## src/rtl/packet_serializer.sv

```systemverilog
// Transmit-side packet serializer: takes one BEATS-wide packet word per handshake and
// emits it MSB byte first with first/last framing, with a one-packet pending buffer.
module packet_serializer #(
    parameter int DATA_W = 8,
    parameter int BEATS  = 4
) (
    input  logic                      clock,
    input  logic                      reset,
    input  logic [DATA_W*BEATS-1:0]   in_data,
    input  logic                      in_valid,
    output logic                      in_ready,
    output logic [DATA_W-1:0]         out_data,
    output logic                      out_valid,
    output logic                      out_first,
    output logic                      out_last,
    input  logic                      out_enable,
    output logic                      busy
);

    localparam int PKT_W = DATA_W * BEATS;
    localparam int CNT_W = (BEATS > 1) ? $clog2(BEATS) : 1;
    localparam logic [CNT_W-1:0] LAST_BEAT = CNT_W'(BEATS - 1);

    typedef enum logic {
        IDLE = 1'b0,
        SEND = 1'b1
    } state_t;

    state_t             state_reg, state_next;
    logic [CNT_W-1:0]   cnt_reg, cnt_next;
    logic [PKT_W-1:0]   shift_reg, shift_next;
    logic [PKT_W-1:0]   pend_reg, pend_next;
    logic               pend_full_reg, pend_full_next;
    logic [DATA_W-1:0]  out_data_reg, out_data_next;

    logic in_fire;
    logic beat_accept;
    logic last_accept;

    assign in_ready    = !pend_full_reg;
    assign in_fire     = in_valid && in_ready;
    assign beat_accept = (state_reg == SEND) && out_enable;
    assign last_accept = beat_accept && (cnt_reg == LAST_BEAT);

    always_comb begin
        state_next     = state_reg;
        cnt_next       = cnt_reg;
        shift_next     = shift_reg;
        pend_next      = pend_reg;
        pend_full_next = pend_full_reg;
        out_data_next  = out_data_reg;

        case (state_reg)
            IDLE: begin
                if (in_fire) begin
                    shift_next = in_data;
                    cnt_next   = '0;
                    state_next = SEND;
                end
            end
            SEND: begin
                if (beat_accept) begin
                    // Current beat always sits in the top byte; shifting exposes the next one.
                    shift_next = {shift_reg[PKT_W-DATA_W-1:0], {DATA_W{1'b0}}};
                    cnt_next   = cnt_reg + CNT_W'(1);
                end
                if (last_accept) begin
                    cnt_next = '0;
                    if (pend_full_reg) begin
                        shift_next     = pend_reg;
                        pend_full_next = 1'b0;
                    end else if (in_fire) begin
                        shift_next = in_data;
                    end else begin
                        state_next = IDLE;
                    end
                end else if (in_fire) begin
                    pend_next      = in_data;
                    pend_full_next = 1'b1;
                end
            end
            default: state_next = IDLE;
        endcase

        // Output byte is registered so it holds through stalls and after the packet ends.
        if (state_next == SEND)
            out_data_next = shift_next[PKT_W-1 -: DATA_W];
    end

    always_ff @(posedge clock or negedge reset) begin
        if (!reset) begin
            state_reg     <= IDLE;
            cnt_reg       <= '0;
            shift_reg     <= '0;
            pend_reg      <= '0;
            pend_full_reg <= 1'b0;
            out_data_reg  <= '0;
        end else begin
            state_reg     <= state_next;
            cnt_reg       <= cnt_next;
            shift_reg     <= shift_next;
            pend_reg      <= pend_next;
            pend_full_reg <= pend_full_next;
            out_data_reg  <= out_data_next;
        end
    end

    assign out_data  = out_data_reg;
    assign out_valid = (state_reg == SEND);
    assign out_first = out_valid && (cnt_reg == '0);
    assign out_last  = out_valid && (cnt_reg == LAST_BEAT);
    assign busy      = (state_reg == SEND) || pend_full_reg;

endmodule

```

## config.mk

```make
export PLATFORM = sky130hd
export DESIGN_NAME = packet_serializer
export DESIGN_NICKNAME = d
export VERILOG_FILES = /design/src/rtl/packet_serializer.sv
export SDC_FILE = /design/constraint.sdc
export NUM_CORES = 1
export LEC_CHECK = 0
export CORE_MARGIN = 3
export CORE_UTILIZATION = 28
export DETAILED_ROUTE_END_ITERATION = 8
export SLEW_MARGIN = 20
export SYNTH_ARGS = -nofsm -noshare
export SYNTH_HDL_FRONTEND = slang
export SYNTH_SLANG_ARGS = --single-unit
```

## constraint.sdc

```tcl
create_clock -name clock -period 4.5 [get_ports clock]
set_input_delay 0.675 -clock clock [delete_from_list [all_inputs] [get_ports clock]]
set_output_delay 0.675 -clock clock [all_outputs]
set_load 0.005 [all_outputs]
```

==> impl_metrics.csv <==
group,metric,value,unit
run_status,status,"finished, final reports clean",
placement,io_buffer_count,48,
worst_setup_path,cp.arrival,3.23,ns
grt,grt_remaining_overflow,0,
layout,final_cell_mix,"dfrtp_1 (76), clkdlybuf4s50_1 (47), mux2_2 (39)",
placement,routabilityCongestion,0.793,
hold_path,hold_class,"register to register",
layout,drive_gt1_share,18.3,%
yosys,synth_seq_cells,76,
clocking,cts.clk_slew.worst_paths,0.06,ns
floorplan,dieArea,14600,um^2
clocking,post_cts_resized,0,
worst_setup_path,slowest_delay,0.83,ns
power_and_ir_drop,total_leakage_power,2.04,nW
grt,grt_max_degree,77,
placement,dpl.hpwl,6030,um
clocking,cts_buffers,9,
yosys,synth_top_area_share,51.5,%
yosys,yosysUniqueCellTypes,47,
route,viasPerCell,5.10,
power_and_ir_drop,p_int,2.10,mW
power_and_ir_drop,vdd_drop_max,0.000222,V
clocking,cts_sinks,76,
clocking,htreeDepth,3,
yosys,syn_nets,360,
placement,place_area,4270,um^2
worst_setup_path,rr_startpoint,"cnt_reg[0]",
worst_setup_path,worst_r2r_endpoint,"out_data[6]",
timing,worst_pin_slew,0.970,ns
worst_setup_path,path_class,"input port to register",
worst_setup_path,r2r_cells,5,
worst_setup_path,crit_chain,"clkdlybuf4s50_1 > nor2b_1 > buf_4 > nand3_4 > mux2_1",
route,num_vias,2748,
worst_setup_path,worstPathRequired,4.70,ns
clocking,clockBufferDepth,2,
floorplan,start_util,28.9,%
yosys,syn_area,3690,um^2
clocking,cts_root_buffer,"clkbuf_16",
layout,nNetsFinal,401,
timing,skew,0.00609,ns
clocking,cts_post_setup_buffers_inserted,0,
timing,setup_violations,0,
hold_path,hold_path.startpoint,"shift_reg[27]",
clocking,cts_tree,"yes",
timing,min_period,3.02,ns
layout,nFillCells,1249,
route,drc,0,
floorplan,die_x,121,um
route,wl_per_cell,17.0,um
yosys,ys_seq_area_share,51.5,%
worst_setup_path,path_buf_inv,2,
yosys,ys.flop_type,"dfrtp_1",
yosys,synth-edff-count,0,
route,drt_pre_antenna_iters,5,
worst_setup_path,crit_slowest_cell,"clkdlybuf4s50_1",
yosys,synthArstFlopShare,100,%
yosys,syn_area_per_cell,11.5,um^2
worst_setup_path,critPathMaxFanout,32,
layout,num_antenna_cells,0,
timing,hold_viol,0,
power_and_ir_drop,p_seq_share,39.7,%
route,final_antenna_net_count,0,
timing,fin_crit_sh,67.2,%
timing,drv_slew,0,
timing,slew_headroom,35.3,%
worst_setup_path,start_kind,"input port",
worst_setup_path,worstSetupPathDepth,5,
timing,clock.fmax,331,MHz
power_and_ir_drop,combPwrFrac,37.2,%
worst_setup_path,cp_top_family,"buffers and inverters",
yosys,synthCells,322,
grt,antenna_found_initial,0,
power_and_ir_drop,p_per_area,686,nW/um^2
timing,finalSetupTns,0,ns
route,first_iter_violations,210,
yosys,synth_warnings,0,
yosys,synth_top_cells_by_area,"dfrtp_1 (52%), mux2_2 (12%), mux2i_1 (4.9%)",
grt,grt_pass1_wl,14900,um
route,drt_wl_total,9180,um
hold_path,hold_depth,1,
power_and_ir_drop,p_sw,1.04,mW
power_and_ir_drop,p_clk_share,23.1,%
layout,area_delta_synth_final,23.9,%
hold_path,holdPathEnd,"shift_reg[27]",
clocking,clock_latency,0.32,ns
grt,track_usage,13.2,%
worst_setup_path,reg2reg_slack,2.04,ns
job,cap_violations,0,
worst_setup_path,end_kind,"register",
floorplan,rows,41,
clocking,cts_hold_buf,0,
layout,layout.cells.most_common,"dfrtp_1",
layout,final_area,4570,um^2
floorplan,die_h,121,um
yosys,yosysTopAreaCell,"dfrtp_1",
floorplan,ios,49,
grt,grt_pass1_vias,2767,
power_and_ir_drop,swShare,33.1,%
floorplan,core,12800,um^2
timing,rsz0062_at_grt,"no",
power by group through the flow:
stage	combinational [mW]	clock (mW)	sequential, mW
floorplan	0.886	0	1.16
global placement	1.13	0	1.24
detailed placement	1.17	0	1.25
CTS	1.18	0.744	1.24
global route	1.29	0.780	1.29
finish	1.17	0.726	1.24
synthesized netlist by cell type, types with 8 or more instances:
cell type,n
a21oi_1,9
buf_2,8
a222oi_1,10
o21ai_1,11
mux2_2,39
nand2_1,28
dfrtp_1,76
mux2i_1,18
nor2_1,13
o21ai_0,14
inv_1,15
routing by layer:
metal	part of all wire (%)	routed length (um)	vias to the layer above	track usage, %
li1	-	-	1272	-
met1	46	4220	1398	17.9
met2	48	4390	68	20.4
met3	4.4	407	10	3.65
met4	1.8	161	0	4.53
met5	0	0	-	0
worst reg2reg max path: cells and delay by family, from the launching register on:
family | cells | cell delay, ns
flops | 1 | 0.38
simple gates | 1 | 0.21
mux | 1 | 0.31
compound gates | 2 | 0.97
fa+ha+maj | 1 | 0.48
cell families after synthesis:
family | Yosys count | share of synthesized area, %
AOI/OAI and AO/OA | 85 | 16.7
DFF | 76 | 51.5
and+or+nand+nor | 60 | 7.80
muxes | 59 | 17.4
buffers and inverters | 40 | 5.86
adders and majority gates | 2 | 0.678
cell type report:
class                   count  area, um^2  share of cell area (%)
inverters                  17        63.8                    1.40
flip-flops and latches     76        1900                    41.6
multi-input cells         206        1570                    34.4
clock buffers              14         274                    5.99
well taps                 172         215                    4.71
repair buffers             53         515                    11.3
clock inverters             1        30.0                   0.657
stage by stage:
step	utilization [%]	setup WS, ns	hold WS, ns	cells	power [mW]
finish	35.8	1.48	0.480	539	3.14
global route	35.8	1.31	0.497	539	3.36
CTS	35.8	1.47	0.483	539	3.17
detailed placement	33.4	1.12	0.469	524	2.42
global placement	33.4	1.17	0.463	524	2.37
floorplan	-	2.61	0.379	322	2.05
worst max path at each step:
stage	slack (ns)	from	end
after floorplan	2.61	in_valid	out_data[2]
after global placement	1.17	in_valid	pend_reg[31]
after detailed placement	1.12	in_valid	pend_reg[31]
after CTS	1.47	in_valid	pend_reg[31]
after global routing	1.31	out_enable	out_data[6]
final	1.48	in_valid	pend_reg[31]
(Power assumes the default switching activity.)
